**src/rtl/cbf_window_buf.sv**
```systemverilog
// Control-sample window buffer: shift register with decimation phase, fill tracking and valid/ready.
// Optional macro CBF_WIN_ZERO_FILL_EN: strobe before the buffer is full (unfilled slots read 0).
module cbf_window_buf #(
    parameter  int N         = 3,
    parameter  int LOOKAHEAD = 220,
    parameter  int LOOKBACK  = 220,
    parameter  int OSR       = 1,
    localparam int W         = LOOKAHEAD + LOOKBACK,
    localparam int FW        = $clog2(W + 1)
) (
    input  logic                   clk,
    input  logic                   rst,
    input  logic [N-1:0]           in,
    input  logic                   in_valid,
    output logic                   in_ready,
    output logic [N*LOOKAHEAD-1:0] out_ahead,
    output logic [N*LOOKBACK-1:0]  out_back,
    output logic                   out_valid,
    input  logic                   out_ready,
    output logic [FW-1:0]          fill
);
    localparam int              PW         = (OSR > 1) ? $clog2(OSR) : 1;
    localparam logic [PW-1:0]   PHASE_LAST = PW'(OSR - 1);
    localparam logic [FW-1:0]   FILL_FULL  = FW'(W);

    logic [N-1:0]  r_s [W];
    logic [PW-1:0] r_phase;
    logic [FW-1:0] r_fill;
    logic          r_valid;

    logic          w_acc;
    logic          w_group_done;
    logic          w_strobe;
    logic [FW-1:0] w_fill_nxt;

    // A pending window blocks intake so it cannot be overwritten before it is consumed.
    assign in_ready     = !r_valid || out_ready;
    assign w_acc        = in_valid && in_ready;
    assign w_group_done = (r_phase == PHASE_LAST);
    assign w_fill_nxt   = (r_fill == FILL_FULL) ? r_fill : r_fill + FW'(1);

`ifdef CBF_WIN_ZERO_FILL_EN
    assign w_strobe = w_acc && w_group_done;
`else
    assign w_strobe = w_acc && w_group_done && (w_fill_nxt == FILL_FULL);
`endif

    always_ff @(posedge clk or negedge rst) begin
        if (!rst) begin
            for (int i = 0; i < W; i++) r_s[i] <= '0;
        end else if (w_acc) begin
            r_s[0] <= in;
            for (int i = 1; i < W; i++) r_s[i] <= r_s[i-1];
        end
    end

    always_ff @(posedge clk or negedge rst) begin
        if (!rst) begin
            r_phase <= '0;
            r_fill  <= '0;
        end else if (w_acc) begin
            r_phase <= w_group_done ? '0 : r_phase + PW'(1);
            r_fill  <= w_fill_nxt;
        end
    end

    // A strobe on the consuming edge keeps valid high so back-to-back windows have no bubble.
    always_ff @(posedge clk or negedge rst) begin
        if (!rst) begin
            r_valid <= 1'b0;
        end else if (w_strobe) begin
            r_valid <= 1'b1;
        end else if (r_valid && out_ready) begin
            r_valid <= 1'b0;
        end
    end

    for (genvar k = 0; k < LOOKAHEAD; k++) begin : g_ahead
        assign out_ahead[N*k +: N] = r_s[LOOKAHEAD-1-k];
    end

    for (genvar k = 0; k < LOOKBACK; k++) begin : g_back
        assign out_back[N*k +: N] = r_s[LOOKAHEAD+k];
    end

    assign out_valid = r_valid;
    assign fill      = r_fill;

endmodule
```
**config.mk**
```make
export PLATFORM = sky130hd
export DESIGN_NAME = cbf_window_buf
export DESIGN_NICKNAME = d
export VERILOG_FILES = /design/src/rtl/cbf_window_buf.sv
export SDC_FILE = /design/constraint.sdc
export NUM_CORES = 2
export LEC_CHECK = 0
export BUFFER_PORTS_ARGS = -buffer_cell sky130_fd_sc_hd__buf_2
export CORE_AREA = 2 2 521 523
export DETAILED_ROUTE_END_ITERATION = 8
export DIE_AREA = 0 0 523 525
export PLACE_DENSITY = 0.38
export RECOVER_POWER = 25
export SETUP_SLACK_MARGIN = 0.1
export SLEW_MARGIN = 20
export SYNTH_ARGS = -nofsm -noshare
export SYNTH_HDL_FRONTEND = slang
export SYNTH_SLANG_ARGS = --single-unit
export TNS_END_PERCENT = 5
```
**constraint.sdc**
```tcl
create_clock -name clk -period 3.2 [get_ports clk]
set_input_delay 0.32 -clock clk [delete_from_list [all_inputs] [get_ports clk]]
set_output_delay 0.32 -clock clk [all_outputs]
set_load 0.005 [all_outputs]
```
==> results.md <==
Synthesis:
- The count of yosys warnings during synthesis is 0.
- The simple logic cell fraction of the synthesized area is 0.2952.
- The synthesized netlist net count is 5,636.
- The share of the synthesized area in compound gates (AO/OA/AOI/OAI) is 0.001256.
- The commonest cells after synthesis are sky130_fd_sc_hd__nand2_1, sky130_fd_sc_hd__dfrtp_1, sky130_fd_sc_hd__buf_6, sky130_fd_sc_hd__buf_2, sky130_fd_sc_hd__clkbuf_1.
- The share of synthesized area in the top cell type comes to 0.6551.
- The register area share after synthesis is 0.6551.
- The post-synthesis average cell area is 9.028 sq um.
- The largest total area in the synthesized netlist belongs to sky130_fd_sc_hd__dfrtp_1.
- Of the total synthesized cell area, the portion taken by XOR and XNOR cells is 0.001207.
- The area of the mapped netlist is 50,800 sq um.
- After synthesis the netlist holds a flip-flop and latch count of 1,330.
- The share of synthesized area spent on multiplexers is 0.0002217.
- After synthesis, the netlist uses 32 different library cells.
- The leading register cell type out of synthesis is sky130_fd_sc_hd__dfrtp_1.
- The count of flip-flops with a built-in enable after synthesis is 0.
- The most common cell in the netlist is sky130_fd_sc_hd__nand2_1.
- The fraction of registers with async set or reset after synthesis is 1.000.
- The post-synthesis adder-cell area fraction is 0.0004926.
- The synthesized netlist cell count is 5,627.
- By area, the combinational part of the netlist is dominated by simple AND/OR/NAND/NOR gates.
- Sorting the synthesized cells by area gives the leading types as sky130_fd_sc_hd__dfrtp_1, sky130_fd_sc_hd__nand2_1, sky130_fd_sc_hd__buf_6.

Placed design:
- The worst setup timing slack at the placement stage is 0.9821 ns.
- At the end of routability-driven placement, the weighted congestion stood at 0.8247.
- The placed instances occupy a cell area of 60,950 sq um.
- The HPWL after detailed placement is 145,300 um.
- In this run the tool buffered the top-level ports with 1,337 buffer cells.

Global route:
- Entering global routing, the biggest net connects 115 pins.
- The first global-routing pass estimated 292,200 um of wire.
- Across every metal layer, demand over resource in global routing totals 0.1401.
- The number of antenna violations at the first check in global routing is 2.
- The aggregate global routing overflow is 0.
- The number of global-route vias before repair came to 41,360.

Drt:
- The detailed router placed 41,300 vias in this run.
- The ratio of routed vias to standard cells is 3.879.
- The detailed router's first-iteration violation count is 2,474.
- The DRC violation count after routing is 0.
- The final wirelength is 198,800 um.
- Before antenna repair, the detailed router went through 8 iterations.
- After detailed routing, the average wire length per cell comes to 18.67 um.
- The number of nets with antenna violations after routing is 0.

Die:
- For this configuration, the core starts out at a cell density of 0.1886.
- After floorplanning, the core was divided into 191 placement rows.
- The core area is 269,300 sq um.
- The horizontal extent of the die is 523 um.
- The top-level I/O count is 1,338.
- The die span in y is 525 um.
- The die footprint is 274,600 sq um.

Clocking:
- For this design, the CTS-stage hold fixing added 6 buffers.
- TritonCTS built the clock tree.
- Clock latency on the worst-skew pair, taken at its later pin, is 0.82 ns.
- The root cell of the clock tree is sky130_fd_sc_hd__clkbuf_16.
- The clock-pin transition on the worst setup and hold timing paths is 0.05 ns.
- The TritonCTS buffer count is 168.
- The post-CTS setup buffer count is 0.
- The number of clock sinks is 1,330.
- The maximum level of the CTS H-tree is 4.
- The largest buffer count on any clock path is 4.
- The count of instances resized after the clock tree is built is 0.

Setup path:
- Data arrives at the worst endpoint at 3.35 ns.
- The data required time of the worst path is 3.97 ns.
- In this run the worst path has a maximum fanout of 69.
- The path type of the worst setup path is input pin to asynchronous set/reset pin.
- Traced cell by cell, the critical path runs through dlygate4sd3_1 > clkbuf_4 > clkbuf_4.
- The most used cell along the critical path is sky130_fd_sc_hd__clkbuf_4.
- The standard cell with the maximum stage delay on the critical path is sky130_fd_sc_hd__clkbuf_4.
- The worst setup path is launched from an input pin.
- For this run, the slowest stage of the critical path takes 1.21 ns.
- The worst setup path is captured at an asynchronous set/reset pin.

STA:
- The post-route clock skew is 0.06752 ns.
- The post-route fraction of the period consumed by the critical path is 0.8032.
- Summed over all failing endpoints, the final setup total negative slack is 0 ns.
- The total setup violations reported at the end of the flow is 0.
- The final critical delay including setup and external delays is 2.570 ns.
- For this run, the top clock speed supported by timing is 389.1 MHz.
- At the pin with the least slew margin, the transition time is 1.821 ns.
- After layout, the worst setup slack is 0.6297 ns.
- The total count of max-transition violations in the final report was 61.
- In this run the tightest slew margin relative to its limit is -0.2139.
- Setup repair after global routing left no endpoint under its margin.
- The number of hold violations in the final report is 0.

Final layout:
- The fraction of final layout cells with drive strength greater than 1 is 0.2367.
- Relative to the synthesized area, the layout overhead comes to 30.08%.
- The post-route cell area is 66,080 sq um.
- The total number of nets in the final design is 6,970.

Hold path:
- In this run the worst hold path is classified as input pin to register.

Outcome:
- The run finished, with violations left.
- The final reports fail on max-capacitance violations, max-slew violations.

Power:
- IR analysis of the VDD net gives a maximum drop of 316.4 uV.
- The portion of total power attributed to combinational logic is 0.048.
- The analysis attributes to net switching a power of 9072 uW.
- The share of total power dissipated in the clock network is 0.490.
- The power density normalized to cell area is 566.0 nW/um^2.
- The net switching fraction of the power is 0.2425.
- The static leakage is 0.04020 uW.
- The share of total power dissipated in sequential elements is 0.462.
- The cell internal power dissipation is 28,330 uW.

Flow run:
- The number of max-cap violations is 1.
[logic make-up after synthesis]
kind of cell | Yosys count
and+or+nand+nor | 3979
DFF | 1330
buffers and inverters | 298
AOI/OAI and AO/OA | 10
xor gates and xnor gates | 7
adders and majority gates | 2
muxes | 1
[worst max-delay path: cells and delay by family]
family | cells | cell delay (ns)
buffers and inverters | 3 | 2.77
[flip-flops by register name (all words and copies together), names as in the netlist]
| name | count |
|---|---|
| out_ahead | 660 |
| out_back | 660 |
| fill | 9 |
| out_valid | 1 |
[cells in the final DEF, fill, tap and decap left out, types with 2 or more instances in the layout]
master / n
sky130_fd_sc_hd__nand4_1: 2
sky130_fd_sc_hd__xnor2_1: 7
sky130_fd_sc_hd__clkinv_4: 3
sky130_fd_sc_hd__buf_12: 31
sky130_fd_sc_hd__nand2_1: 3963
sky130_fd_sc_hd__diode_2: 2
sky130_fd_sc_hd__buf_2: 1336
sky130_fd_sc_hd__clkinv_2: 17
sky130_fd_sc_hd__dlygate4sd3_1: 6
sky130_fd_sc_hd__inv_6: 6
sky130_fd_sc_hd__nand4b_1: 2
sky130_fd_sc_hd__ha_1: 2
sky130_fd_sc_hd__nand3_1: 2
sky130_fd_sc_hd__clkbuf_1: 67
sky130_fd_sc_hd__dfrtp_1: 1330
sky130_fd_sc_hd__inv_1: 4
sky130_fd_sc_hd__a21oi_1: 3
sky130_fd_sc_hd__clkbuf_8: 33
sky130_fd_sc_hd__clkbuf_4: 4
sky130_fd_sc_hd__o21ai_0: 2
sky130_fd_sc_hd__bufinv_16: 4
sky130_fd_sc_hd__clkbuf_16: 171
sky130_fd_sc_hd__clkbuf_2: 2
sky130_fd_sc_hd__clkinvlp_4: 2
sky130_fd_sc_hd__buf_4: 60
sky130_fd_sc_hd__and4_1: 2
[path summary, 6_finish.rpt]
path,start,end,slack [ns],cells after the start
max in group clk,fill[0],out_valid,0.83,6
min,out_ready,fill[2],0.26,4
max,rst,out_back[644],0.63,3
min in group asynchronous,rst,out_back[321],0.54,2
max reg2reg,fill[0],out_valid,0.83,6
min reg2reg,out_ahead[337],out_ahead[334],0.45,2
[power by group through the flow]
| stage | clock (uW) | combinational (uW) | sequential [uW] |
|---|---|---|---|
| floorplan | 0 | 894 | 17500 |
| global placement | 0 | 1870 | 17600 |
| detailed placement | 0 | 1880 | 17600 |
| CTS | 19000 | 1880 | 17300 |
| global route | 19700 | 2010 | 17300 |
| finish | 18300 | 1780 | 17300 |
[cell type report]
class	instances	area (sq um)
Timing Repair Buffer	1458	7929
Fill cell	29480	203200
Antenna cell	2	5.005
Multi-Input combinational cell	3999	15170
Inverter	4	15.01
Clock buffer	252	4913
Clock inverter	32	299.0
Sequential cell	1330	33280
Tap cell	3570	4467
[metal layers]
metal | part of all wire | global-route usage | routed length, um
met2 | 0.47 | 0.2335 | 94300
met5 | 0 | 0 | 0
met4 | 0.024 | 0.03581 | 4808
met3 | 0.10 | 0.06048 | 20430
met1 | 0.40 | 0.1639 | 79280
[per-stage QoR]
step	instances	total power, uW	utilization	hold WS [ns]
final	10650	37410	0.2454	0.2603
after global routing	10650	39040	0.2454	0.2194
after CTS	10650	38200	0.2459	0.09206
after detailed placement	10360	19480	0.2263	0.3820
after global placement	10360	19460	0.2263	0.3775
after floorplan	5627	18430	-	0.02441
No activity file was read; power rests on OpenSTA's default activity.
